[config.mk]
export PLATFORM = sky130hd
export DESIGN_NAME = text_console_ctrl_flat
export DESIGN_NICKNAME = d
export VERILOG_FILES = /design/src/rtl/text_console_if.sv /design/src/rtl/text_console_ctrl.sv /design/src/flat_wrapper.sv
export SDC_FILE = /design/constraint.sdc
export NUM_CORES = 1
export LEC_CHECK = 0
export CORE_UTILIZATION = 30
export DETAILED_ROUTE_END_ITERATION = 8
export GPL_ROUTABILITY_DRIVEN = 0
export GPL_TIMING_DRIVEN = 1
export HOLD_SLACK_MARGIN = 0.03
export SLEW_MARGIN = 20
export SYNTH_ARGS = -nofsm -noshare
export SYNTH_HDL_FRONTEND = slang
export SYNTH_SLANG_ARGS = --single-unit
export TNS_END_PERCENT = 1
[constraint.sdc]
create_clock -name clk -period 5.92 [get_ports clk]
set_clock_uncertainty 0.1 [all_clocks]
set_input_delay 0.592 -clock clk [delete_from_list [all_inputs] [get_ports clk]]
set_output_delay 0.592 -clock clk [all_outputs]
set_load 0.005 [all_outputs]
[src/rtl/text_console_if.sv]
// Byte-stream input and character-buffer write port of the text console controller.
interface text_console_if;
  logic        in_valid;
  logic [7:0]  in_data;
  logic        in_ready;
  logic        wen;
  logic [10:0] write_addr;
  logic [7:0]  write_data;

  modport master (
    output in_valid, in_data,
    input  in_ready, wen, write_addr, write_data
  );

  modport slave (
    input  in_valid, in_data,
    output in_ready, wen, write_addr, write_data
  );
endinterface

[src/rtl/text_console_ctrl.sv]
// Text console sequencer: byte stream in, one-cell writes out, hardware scroll via top_row.
// Optional macro TEXT_CONSOLE_AUTOWRAP_EN enables wrap to the next line at the right edge.
module text_console_ctrl #(
  parameter int unsigned COLS  = 80,
  parameter int unsigned ROWS  = 25,
  parameter int unsigned TAB_W = 8
) (
  input  logic           clk,
  input  logic           reset,
  text_console_if.slave  bus,
  output logic [6:0]     cursor_col,
  output logic [4:0]     cursor_row,
  output logic [4:0]     top_row,
  output logic           busy
);
  localparam int unsigned COL_W  = 7;
  localparam int unsigned ROW_W  = 5;
  localparam int unsigned ADDR_W = 11;
  localparam int unsigned CNT_W  = 12;
  localparam int unsigned CELLS  = COLS * ROWS;

  localparam logic [7:0] CH_BS  = 8'h08;
  localparam logic [7:0] CH_TAB = 8'h09;
  localparam logic [7:0] CH_LF  = 8'h0A;
  localparam logic [7:0] CH_FF  = 8'h0C;
  localparam logic [7:0] CH_CR  = 8'h0D;

  localparam logic [COL_W-1:0]  LAST_COL = COL_W'(COLS - 1);
  localparam logic [ROW_W-1:0]  LAST_ROW = ROW_W'(ROWS - 1);
  localparam logic [ADDR_W-1:0] COLS_A   = ADDR_W'(COLS);

  typedef enum logic [1:0] {
    ST_CLR_ALL,
    ST_IDLE,
    ST_EXEC,
    ST_CLR_LINE
  } state_t;

  state_t              state_q, state_d;
  logic [CNT_W-1:0]    cnt_q, cnt_d;
  logic                wen_q, wen_d;
  logic [ADDR_W-1:0]   addr_q, addr_d;
  logic [7:0]          data_q, data_d;
  logic [COL_W-1:0]    col_q, col_d;
  logic [ROW_W-1:0]    row_q, row_d;
  logic [ROW_W-1:0]    top_q, top_d;
  logic                in_ready_q, in_ready_d;
  logic                busy_q, busy_d;
  logic                pend_scroll_q, pend_scroll_d;
  logic                pend_ff_q, pend_ff_d;
  logic [ADDR_W-1:0]   clr_base_q, clr_base_d;

  // Decode of the byte on offer, evaluated against the current cursor
  logic [COL_W:0]      tab_col;
  logic [ROW_W:0]      phys_sum;
  logic [ROW_W-1:0]    phys_row;
  logic [ADDR_W-1:0]   row_base;
  logic [ADDR_W-1:0]   wr_addr;
  logic [COL_W-1:0]    wr_col;
  logic [COL_W-1:0]    nx_col;
  logic [ROW_W-1:0]    nx_row;
  logic [ROW_W-1:0]    nx_top;
  logic [7:0]          nx_data;
  logic                nx_wr;
  logic                nx_scroll;
  logic                nx_ff;
  logic                line_end;

  always_comb begin
    phys_sum  = {1'b0, top_q} + {1'b0, row_q};
    phys_row  = (phys_sum >= (ROW_W+1)'(ROWS)) ? ROW_W'(phys_sum - (ROW_W+1)'(ROWS))
                                               : phys_sum[ROW_W-1:0];
    row_base  = ADDR_W'(phys_row) * COLS_A;
    tab_col   = ({1'b0, col_q} | (COL_W+1)'(TAB_W - 1)) + (COL_W+1)'(1);

    nx_col    = col_q;
    nx_row    = row_q;
    nx_top    = top_q;
    nx_data   = bus.in_data;
    nx_wr     = 1'b0;
    nx_scroll = 1'b0;
    nx_ff     = 1'b0;
    wr_col    = col_q;
    line_end  = 1'b0;

    case (bus.in_data)
      CH_LF: line_end = 1'b1;
      CH_CR: nx_col = '0;
      CH_BS: begin
        if (col_q != '0) begin
          nx_col  = col_q - COL_W'(1);
          wr_col  = col_q - COL_W'(1);
          nx_wr   = 1'b1;
          nx_data = 8'h00;
        end
      end
      CH_TAB: begin
        if (tab_col < (COL_W+1)'(COLS)) nx_col = tab_col[COL_W-1:0];
`ifdef TEXT_CONSOLE_AUTOWRAP_EN
        else line_end = 1'b1;
`else
        else nx_col = LAST_COL;
`endif
      end
      CH_FF: begin
        nx_ff  = 1'b1;
        nx_col = '0;
        nx_row = '0;
        nx_top = '0;
      end
      default: begin
        nx_wr = 1'b1;
        if (col_q != LAST_COL) nx_col = col_q + COL_W'(1);
`ifdef TEXT_CONSOLE_AUTOWRAP_EN
        else line_end = 1'b1;
`endif
      end
    endcase

    // Line end: carriage return plus line feed, scrolling at the bottom row
    if (line_end) begin
      nx_col = '0;
      if (row_q != LAST_ROW) begin
        nx_row = row_q + ROW_W'(1);
      end else begin
        nx_scroll = 1'b1;
        nx_top    = (top_q == LAST_ROW) ? '0 : top_q + ROW_W'(1);
      end
    end

    wr_addr = row_base + ADDR_W'(wr_col);
  end

  always_comb begin
    state_d       = state_q;
    cnt_d         = cnt_q;
    wen_d         = 1'b0;
    addr_d        = addr_q;
    data_d        = data_q;
    col_d         = col_q;
    row_d         = row_q;
    top_d         = top_q;
    in_ready_d    = in_ready_q;
    pend_scroll_d = pend_scroll_q;
    pend_ff_d     = pend_ff_q;
    clr_base_d    = clr_base_q;

    case (state_q)
      ST_CLR_ALL: begin
        if (cnt_q < CNT_W'(CELLS)) begin
          wen_d  = 1'b1;
          addr_d = ADDR_W'(cnt_q);
          data_d = 8'h00;
          cnt_d  = cnt_q + CNT_W'(1);
        end else begin
          state_d    = ST_IDLE;
          in_ready_d = 1'b1;
        end
      end
      ST_IDLE: begin
        in_ready_d = 1'b1;
        if (bus.in_valid && in_ready_q) begin
          state_d       = ST_EXEC;
          in_ready_d    = 1'b0;
          wen_d         = nx_wr;
          if (nx_wr) begin
            addr_d = wr_addr;
            data_d = nx_data;
          end
          col_d         = nx_col;
          row_d         = nx_row;
          top_d         = nx_top;
          pend_scroll_d = nx_scroll;
          pend_ff_d     = nx_ff;
          clr_base_d    = ADDR_W'(top_q) * COLS_A;
        end
      end
      ST_EXEC: begin
        if (pend_ff_q) begin
          state_d = ST_CLR_ALL;
          cnt_d   = '0;
        end else if (pend_scroll_q) begin
          // The first cell of the freed row goes out right away
          state_d = ST_CLR_LINE;
          wen_d   = 1'b1;
          addr_d  = clr_base_q;
          data_d  = 8'h00;
          cnt_d   = CNT_W'(1);
        end else begin
          state_d    = ST_IDLE;
          in_ready_d = 1'b1;
        end
      end
      ST_CLR_LINE: begin
        if (cnt_q < CNT_W'(COLS)) begin
          wen_d  = 1'b1;
          addr_d = clr_base_q + ADDR_W'(cnt_q);
          data_d = 8'h00;
          cnt_d  = cnt_q + CNT_W'(1);
        end else begin
          state_d    = ST_IDLE;
          in_ready_d = 1'b1;
        end
      end
      default: state_d = ST_CLR_ALL;
    endcase

    busy_d = (state_d != ST_IDLE);
  end

  always_ff @(posedge clk) begin
    if (reset) begin
      state_q       <= ST_CLR_ALL;
      cnt_q         <= '0;
      wen_q         <= 1'b0;
      addr_q        <= '0;
      data_q        <= '0;
      col_q         <= '0;
      row_q         <= '0;
      top_q         <= '0;
      in_ready_q    <= 1'b0;
      busy_q        <= 1'b1;
      pend_scroll_q <= 1'b0;
      pend_ff_q     <= 1'b0;
      clr_base_q    <= '0;
    end else begin
      state_q       <= state_d;
      cnt_q         <= cnt_d;
      wen_q         <= wen_d;
      addr_q        <= addr_d;
      data_q        <= data_d;
      col_q         <= col_d;
      row_q         <= row_d;
      top_q         <= top_d;
      in_ready_q    <= in_ready_d;
      busy_q        <= busy_d;
      pend_scroll_q <= pend_scroll_d;
      pend_ff_q     <= pend_ff_d;
      clr_base_q    <= clr_base_d;
    end
  end

  assign bus.in_ready   = in_ready_q;
  assign bus.wen        = wen_q;
  assign bus.write_addr = addr_q;
  assign bus.write_data = data_q;
  assign cursor_col     = col_q;
  assign cursor_row     = row_q;
  assign top_row        = top_q;
  assign busy           = busy_q;
endmodule

[src/flat_wrapper.sv]
// flat-port wrapper written by rule: the top's interface ports become plain ports
module text_console_ctrl_flat 
#(
  parameter int unsigned COLS  = 80,
  parameter int unsigned ROWS  = 25,
  parameter int unsigned TAB_W = 8
)
  (clk, reset, cursor_col, cursor_row, top_row, busy, bus_in_valid, bus_in_data, bus_in_ready, bus_wen, bus_write_addr, bus_write_data);
  text_console_if bus_i ();
  input  logic clk;
  input  logic reset;
  output logic [6:0] cursor_col;
  output logic [4:0] cursor_row;
  output logic [4:0] top_row;
  output logic busy;
  input wire logic [$bits(bus_i.in_valid)-1:0] bus_in_valid;
  input wire logic [$bits(bus_i.in_data)-1:0] bus_in_data;
  output wire logic [$bits(bus_i.in_ready)-1:0] bus_in_ready;
  output wire logic [$bits(bus_i.wen)-1:0] bus_wen;
  output wire logic [$bits(bus_i.write_addr)-1:0] bus_write_addr;
  output wire logic [$bits(bus_i.write_data)-1:0] bus_write_data;
  assign bus_i.in_valid = bus_in_valid;
  assign bus_i.in_data = bus_in_data;
  assign bus_in_ready = bus_i.in_ready;
  assign bus_wen = bus_i.wen;
  assign bus_write_addr = bus_i.write_addr;
  assign bus_write_data = bus_i.write_data;
  text_console_ctrl #(.COLS(COLS), .ROWS(ROWS), .TAB_W(TAB_W)) u_core (.clk(clk), .reset(reset), .bus(bus_i), .cursor_col(cursor_col), .cursor_row(cursor_row), .top_row(top_row), .busy(busy));
endmodule
[Word-level counts from Yosys, hierarchy flattened]
Cells that the tools add are included.
Storage, ports and cells
  input bits: 11
  logic and storage cells: 123
  register bits: 62
  output and inout bits: 39
Operators by class
  muxes and demuxes: 59
  order comparisons: 4
  add/sub/neg operators: 10
  multiply operators: 2
  eq/ne operators: 23
  reduce and logical (&&, ||, !) cells: 12
Operators with widths (count)
  11-bit two-way mux: 6
  8-bit two-way mux: 8
  12-bit two-way mux: 4
  11-bit one-hot mux with 4 select lines: 1
  8-bit by 4-bit == test with 1-bit output (second input constant): 5
  5-bit two-way mux: 8
  12-bit one-hot mux with 3 select lines: 1
  7-bit two-way mux: 5
  8-bit one-hot mux with 4 select lines: 1
  7-bit one-hot mux with 4 select lines: 1
  1-bit two-way mux: 15
  5-bit by 3-bit multiplier with 7-bit output (second input constant): 2
  2-bit by 1-bit inequality test with 1-bit output (second input constant): 7
  12-bit by 1-bit adder with 12-bit output (second input constant): 1
  12-bit by 11-bit less-than comparator with 1-bit output (second input constant): 1
  12-bit by 7-bit less-than comparator with 1-bit output (second input constant): 1
  4-bit AND reduction: 3
  11-bit adder: 1
  11-bit by 7-bit adder with 11-bit output: 1
  5-bit by 1-bit adder with 5-bit output (second input constant): 2
  2-bit two-way mux: 5
  7-bit by 1-bit adder with 8-bit output (second input constant): 1
  8-bit by 7-bit less-than comparator with 1-bit output (second input constant): 1
  2-bit inequality test (second input constant): 4
  other kinds (23): 25

[Logic depth before layout (Yosys ltp)]
Gate-level depths: netlist of run 1.
  depth after elaboration: 8
  gate-level depth with buffers: 18

[Worst setup path after synthesis of run 1]
OpenSTA, ideal clock, no wires.
  path type: flip-flop to flip-flop
  from: reg u_core.top_q[0] (netlist: u_core.top_row[0])
  to: reg u_core.addr_q[10] (netlist: u_core.bus.write_addr[10])
  data required time: 5700 ps
  path buffers: 0
  setup time: 120 ps
  arrival: 4537 ps
  period minus slack after synthesis: 4757 ps
  cell stages (with the launch flop): 19
  path slack: 1163 ps
  cells stage by stage: dfxtp_1 -> ha_1 -> inv_1 -> fa_1 -> ha_1 -> and2_1 -> a21o_1 -> a221oi_1 -> nor2_1 -> mux2i_1 -> ha_1 -> ha_1 -> fa_1 -> nand2_1 -> o21bai_1 -> mux2_2 -> o22ai_1 -> a2111oi_0 -> o31a_1
Between the ends
  cells in the longest elaborated chain, start to end: 8
RTL lines
  start: declaration: line text_console_ctrl.sv:46  | logic [ROW_W-1:0] top_q, top_d;
  start signal: assignment: line text_console_ctrl.sv:234  | top_q <= top_d;
  5-bit by 5-bit adder with 6-bit output *: line text_console_ctrl.sv:70  | phys_sum = {1'b0, top_q} + {1'b0, row_q};
  5-bit subtractor / 6-bit by 5-bit >= comparator with 1-bit output (equally long branches): line text_console_ctrl.sv:71  | phys_row = (phys_sum >= (ROW_W+1)'(ROWS)) ? ROW_W'(phys_sum - (ROW_W+1)'(ROWS))
  5-bit two-way mux *: line text_console_ctrl.sv:71
  5-bit by 3-bit multiplier with 7-bit output *: line text_console_ctrl.sv:73  | row_base = ADDR_W'(phys_row) * COLS_A;
  11-bit by 7-bit adder with 11-bit output *: line text_console_ctrl.sv:131  | wr_addr = row_base + ADDR_W'(wr_col);
  11-bit two-way mux *: line text_console_ctrl.sv:166  | if (nx_wr) begin
  11-bit two-way mux *: line text_console_ctrl.sv:162  | if (bus.in_valid && in_ready_q) begin
  11-bit one-hot mux with 4 select lines *: line text_console_ctrl.sv:148  | case (state_q)
  end signal: assignment: line text_console_ctrl.sv:230  | addr_q <= addr_d;
  end: declaration: line text_console_ctrl.sv:42  | logic [ADDR_W-1:0] addr_q, addr_d;
Every way passes the cells marked *; elsewhere a longest branch is shown, timed or not. The select of a mux whose other input is x is not followed.
A chain may end at the register's enable or synchronous reset.

[Final worst setup path of run 1]
Same ends and word-level chain as after synthesis.

==> results of run 1 <==
==> report_power, final <==
| group | total [mW] | leakage (nW) | internal, mW | switching [mW] |
|---|---|---|---|---|
| logic | 0.0317 | 1.41 | 0.0140 | 0.0177 |
| registers | 0.423 | 0.501 | 0.421 | 0.00284 |
| clock network | 0.529 | 0.138 | 0.326 | 0.203 |
==> state kept, by name, indices dropped and copies added, names as in the netlist, 2 cells and up <==
signal                 cells
u_core.cursor_col          7
u_core.cursor_row          5
u_core.clr_base_q          7
u_core.bus.write_addr     11
u_core.top_row             5
u_core.cnt_q              12
u_core.bus.write_data      8
u_core.state_q             2
==> layer usage <==
metal | vias to the layer above | share of wire
met5 | - | 0
met4 | 0 | 0.020
met3 | 20 | 0.043
met2 | 127 | 0.46
met1 | 2113 | 0.48
li1 | 2186 | -
==> cells in the mapped netlist (4+ instances only) <==
library cell  instances
or3_1                 5
a21oi_1              55
a21o_1                7
o22ai_1               4
o21a_1                5
and3_1                6
nor2_1               51
a221oi_1              4
inv_1                26
nor3_1               20
dfxtp_1              62
clkbuf_1             24
mux2i_1               4
nand2_1              53
mux4_2                5
o21ai_0              23
nand2b_1             10
and2_1                6
nand3_1              24
xor2_1               12
a311oi_1              4
fa_1                  5
ha_1                 37
xnor2_1              14
o21bai_1              7
a211oi_1              8
or2_2                 4
a31oi_1               6
nor2b_1               6
nand4_1               8
==> worst min-delay path by stage <==
stage | depth (start not counted) | slack (ns) | end
after global placement | 2 | 0.34 | u_core.bus.write_data[7]
final | 2 | 0.36 | u_core.bus.write_addr[4]
after detailed placement | 2 | 0.35 | u_core.bus.write_data[5]
after floorplan | 2 | 0.35 | u_core.bus.write_addr[6]
after CTS | 2 | 0.36 | u_core.bus.write_addr[4]
after global routing | 2 | 0.38 | u_core.bus.write_data[2]
==> logic make-up after synthesis <==
kind of cell               count (synthesis)
AOI/OAI and AO/OA                        162
muxes                                     12
DFF                                       62
adders and majority gates                 42
buffers and inverters                     54
and+or+nand+nor                          217
xor gates and xnor gates                  26
==> stage by stage <==
step           area [µm²]  setup WS, ns  cells  utilization  total power [mW]
2_1_floorplan        4580          1.16    575            -             0.448
3_3_place_gp         5250         0.891    787        0.357             0.463
3_5_place_dp         5250         0.621    787        0.357             0.464
4_1_cts              5550         0.605    803        0.377             0.997
5_1_grt              5550         0.243    803        0.377              1.02
6_report             5550         0.553    803        0.377             0.984
==> area by class of cell <==
class	instances	share of cell area
inverters	26	0.0176
well taps	184	0.0415
repair buffers	56	0.0970
multi-input cells	459	0.566
clock buffers	9	0.0406
flip-flops and latches	62	0.224
clock inverters	7	0.0135
==> worst max-delay path, cell delays in order, from the launching register on <==
cell and delay (ns):
dfxtp_1 0.51, ha_1 0.23, inv_1 0.05, fa_1 0.51
ha_1 0.25, and2_1 0.18, a21o_1 0.18, a221oi_1 0.48
nor2_1 0.21, mux2i_1 0.32, ha_1 0.30, ha_1 0.22
fa_1 0.47, nand2_1 0.11, o21bai_1 0.16, mux2_2 0.36
o22ai_1 0.18, a2111oi_0 0.10, o31a_1 0.30
==> impl_results.md, run 1 <==
- Status: finished with violations
- Failing checks: DRC
- Grt ovf: 0
- Initial antenna violation count: 0
- Drt pass-1 iters: 7
- GRT Max-Usage Layer: met2
- Met1 Usage GRT: 0.220
- Dpl hpwl: approximately 9700 µm
- CTS tree: yes
- Synth-to-layout area growth: 21.1%
- Ys Warns: 0
- DRT iter0 DRCs: approximately 330
- Slew Viols, Final: 0
- Hold Startpoint: u_core.bus.write_addr[4]
- Vias post-DR: around 4400
- RSZ-0062 raised after global routing: no
- IO Port Bufs: 49
- Register area: around 1200 µm²
- Multi-input gate area: 3140 µm²
- Initial Utilization: 0.312
- Post-synth EDFFs: 0
- VDD IR max: 111 µV
- Ys async rst share: 0
- Adder-cell share of the synthesized area: 0.123
- Clock-pin slew on the worst setup and hold paths: approximately 0.060 ns
- Cts bufs inserted: 9
- Crit path launch: u_core.top_row[0]
- Fmax: approximately 0.19 GHz
- Worst Hold Slack: 0.358 ns
- Wire per inst: between 15 and 20 µm
- Routed Wire Length: about 13000 µm
- Met3 Use GR: 0.0291
- Post-route ant nets: 0
- Max Cap Violations: 0
- Die Y: 126 µm
- Cell Rows: 44
- Post-synth top area cell: dfxtp_1
- Met2 Use GR: 0.279
- CP Max Fanout: 9
- Post-Synth Simple-Gate Area: 0.239
- Mapped Nets: between 600 and 700
- Max Root-Sink Buffers: 2
- Core Footprint: ~15000 µm²
- Largest net degree at the start of global routing: between 50 and 60
- Pleak: roughly 2.0 nW
- Layout cells sized above 1: 0.0743
- Global-route wire length before repair: 21700 µm
- CTS Hold Bufs: 0
- Min Clock Period, post-route: ~5.4 ns
- Xor and xnor area share after synthesis: 0.0497
- Setup_tns: 0 ns
- Library cells used by synthesis: 65
- Worst setup EP type: flip-flop
- Final hold violations: 0
- Sink Count: 62
- Via density: 5.54
- Layout Nets: between 600 and 700
- Max-Slew Margin vs Limit: 0.317
- Post-synthesis mux area share: 0.0407
- Final worst-path cycle share: 0.907
- Largest cells by area after synthesis: dfxtp_1 27%, ha_1 10%, a21oi_1 6.0%, nand2_1 4.3%, nor2_1 4.2%
- RR Startpoint: u_core.top_row[0]
- Sequential-to-total area share from yosys stat: 0.271
- Worst R2R Setup Slack: between 0.5 and 0.6 ns
- Actual slew at the worst max-slew pin: slightly above 1 ns
- Vias in the first global route: roughly 4400
- Final setup vio count: 0
- FF-to-FF End: u_core.bus.write_addr[10]
- Synth Instances: 575
- Compound-gate portion of the synthesized area: 0.232
- Startpoint class of the critical path: flip-flop
- CP Class: reg -> reg
- Setup Buffers After CTS: 0
- FF-to-FF path depth: 18
- Yosys reg bits: a little over 60
- WP data arrival: around 5.5 ns
- Fill cells: approximately 1500
- Die X-Extent: 126 µm
- H-Tree Depth: 3
- Total track usage: 0.170
- Crit path required time: 6.03 ns
- Ant. Diodes: 0
- Pwr dens: around 180 nW/µm²
- Resized Gates After CTS: 0
- Syn Area/Cell: 7.96 µm²
- Worst setup endpoint: u_core.bus.write_addr[10]
- Post-Synthesis Cell Area: 4580 µm²
- Die ar.: between 15000 and 20000 µm²
- Main combinational cell family by area after synthesis: simple AND/OR/NAND/NOR gates
- Io pins: 50
- Worst skew pair latency: ~0.33 ns
- Clock Root Buffer: clkbuf_16
- Drt drc: 4
- HP Class: reg -> reg
- Commonest non-fill, non-tap cell in the layout: dfxtp_1
- Top FF cell, synth: dfxtp_1
- Top cell type's share of synthesized area: 0.271
- Most frequent cells in the layout: 62 x dfxtp_1, 55 x a21oi_1, 53 x nand2_1
Power figures use the tool's default switching activity.
==> run 2, diff against run 1 <==
CTS_CLUSTER_DIAMETER = 80   (was default)
CTS_CLUSTER_SIZE = 24   (was default)
==> results of run 2 <==
No change in the layout: final DEF, timing and power equal those of run 1.
==> run 3, diff against run 2 <==
SLEW_MARGIN = 40   (was 20)
==> run 3 against run 2 <==
Against the previous run:
- the run still ends with DRC left
- critical endpoint unchanged
- combinational power hardly changed
- register-to-register slack better by 0.03 ns
- largest cell class unchanged
- cell area up 0.61%
- via count rose by 0.36%
==> impl_results.md, run 3 (synthesis gave the netlist of run 1 again) <==
- Setup Buffers After CTS: 0
- CP Class: reg -> reg
- Die X-Extent: roughly 130 µm
- IO Port Bufs: just under 50
- Layout Nets: ~670
- Vias in the first global route: roughly 4400
- Crit path top cell by count: ha_1
- H-Tree Depth: 3
- Drt pass-1 iters: 7
- Commonest non-fill, non-tap cell in the layout: dfxtp_1
- Drt drc: 4
- Largest register FFs: 12
- Grt ovf: 0
- Die ar.: between 15000 and 20000 µm²
- VDD IR max: approximately 120 µV
- Min Clock Period, post-route: ~5.3 ns
- RSZ-0062 raised after global routing: no
- HP Class: reg -> reg
- Via density: approximately 5.6
- Reg with most FFs: u_core.cnt_q
- CTS tree: yes
- Fin area: between 5000 and 6000 µm²
- Die Y: approximately 130 µm
- Placed insts: 787
- Initial Utilization: 0.312
- DRT iter0 DRCs: between 300 and 400
- Ant. Diodes: 0
- Sink Count: slightly above 60
- Wire per inst: 16.2 µm
- Final worst-path cycle share: 0.901
- Final setup vio count: 0
- Cts bufs inserted: 9
- Worst Hold Slack: ~0.36 ns
- Startpoint class of the critical path: flip-flop
- Worst setup EP type: flip-flop
- Largest net degree at the start of global routing: 54
- Vias post-DR: between 4000 and 5000
- WP data arrival: 5.45 ns
- Critical path buffers and inverters: 1
- Global-route wire length before repair: approximately 22000 µm
- Core Footprint: about 15000 µm²
- Post-route ant nets: 0
- Max-Slew Margin vs Limit: 0.534
- Status: finished with violations
- Cell Chain, Critical Path: ha_1, inv_1, fa_1, ha_1, and2_1, a21o_1, a221oi_1, nor2_1, mux2i_1, ha_1, ha_1, fa_1, nand2_1, o21bai_1, mux2_2, o22ai_1, a2111oi_0, o31a_1
- Pleak: just over 2 nW
- Routed Wire Length: 13000 µm
- Failing checks: DRC
- Max Root-Sink Buffers: 2
- CP Max Fanout: 9
- CTS Hold Bufs: 0
- Layout cells sized above 1: 0.0792
- Slew Viols, Final: 0
- Io pins: 50
- Pwr dens: around 180 nW/µm²
- Non-filler cells, final: approximately 800
- Crit-path max cell delay: 0.51 ns
- Synth-to-layout area growth: 21.8%
- Total track usage: 0.171
- Dpl hpwl: about 9600 µm
- Finished Core Util: 0.380
- Actual slew at the worst max-slew pin: around 0.7 ns
- Clock-pin slew on the worst setup and hold paths: ~0.05 ns
- Fmax: ~0.19 GHz
- Placed cell area: between 5000 and 6000 µm²
- Critical-path top delay cell: fa_1
- Clock Root Buffer: clkbuf_16
- Cell Rows: 44
- Setup_tns: 0 ns
- Final hold violations: 0
- Cell family with most CP delay: adder cells
- Crit path required time: 6.04 ns
- Worst skew pair latency: between 0.3 and 0.4 ns
- Initial antenna violation count: 0
- Most frequent cells in the layout: 61 x dfxtp_1, 55 x a21oi_1, 53 x nand2_1
- Resized Gates After CTS: 0
- Max Cap Violations: 0
==> run 3: cell type report <==
cell class,instances,area [µm²]
Clock inverter,6,85.1
Timing Repair Buffer,56,541
Fill cell,1483,9120
Sequential cell,62,1240
Tap cell,184,230
Inverter,26,97.6
Clock buffer,10,239
Multi-Input combinational cell,459,3140
==> run 3: worst paths after layout <==
| check | start | to | slack (ns) | depth (start not counted) |
|---|---|---|---|---|
| setup / recovery | u_core.top_row[0] | u_core.bus.write_addr[10] | 0.59 | 18 |
| hold / removal | u_core.bus.write_addr[4] | u_core.bus.write_addr[4] | 0.36 | 2 |
| setup reg to reg | u_core.top_row[0] | u_core.bus.write_addr[10] | 0.59 | 18 |
| hold reg to reg | u_core.bus.write_addr[4] | u_core.bus.write_addr[4] | 0.36 | 2 |
==> run 3: through the flow <==
step / setup slack (ns) / total power [mW]
6_report: 0.586 / 1.03
3_5_place_dp: 0.629 / 0.464
2_1_floorplan: 1.16 / 0.448
4_1_cts: 0.611 / 1.04
3_3_place_gp: 0.891 / 0.463
5_1_grt: 0.251 / 1.06
==> run 3: tightest hold or removal path: cells and delay by family (launching register included) <==
kind               cells  cell delay (ns)
and+or+nand+nor        1             0.05
AOI/OAI and AO/OA      1             0.05
DFF                    1             0.31
==> run 3: layer usage <==
| metal | GRT usage | up-vias | part of all wire |
|---|---|---|---|
| met5 | 0 | - | 0 |
| met4 | 0.0689 | 0 | 0.025 |
| met3 | 0.0355 | 31 | 0.055 |
| met2 | 0.281 | 139 | 0.45 |
| met1 | 0.217 | 2111 | 0.47 |
| li1 | - | 2181 | - |
==> run 3: where the power goes <==
group / switching, mW / leakage [nW] / internal (mW) / total [mW]
registers: 0.00278 / 0.501 / 0.421 / 0.424
clock network: 0.195 / 0.154 / 0.378 / 0.573
logic: 0.0173 / 1.41 / 0.0141 / 0.0314
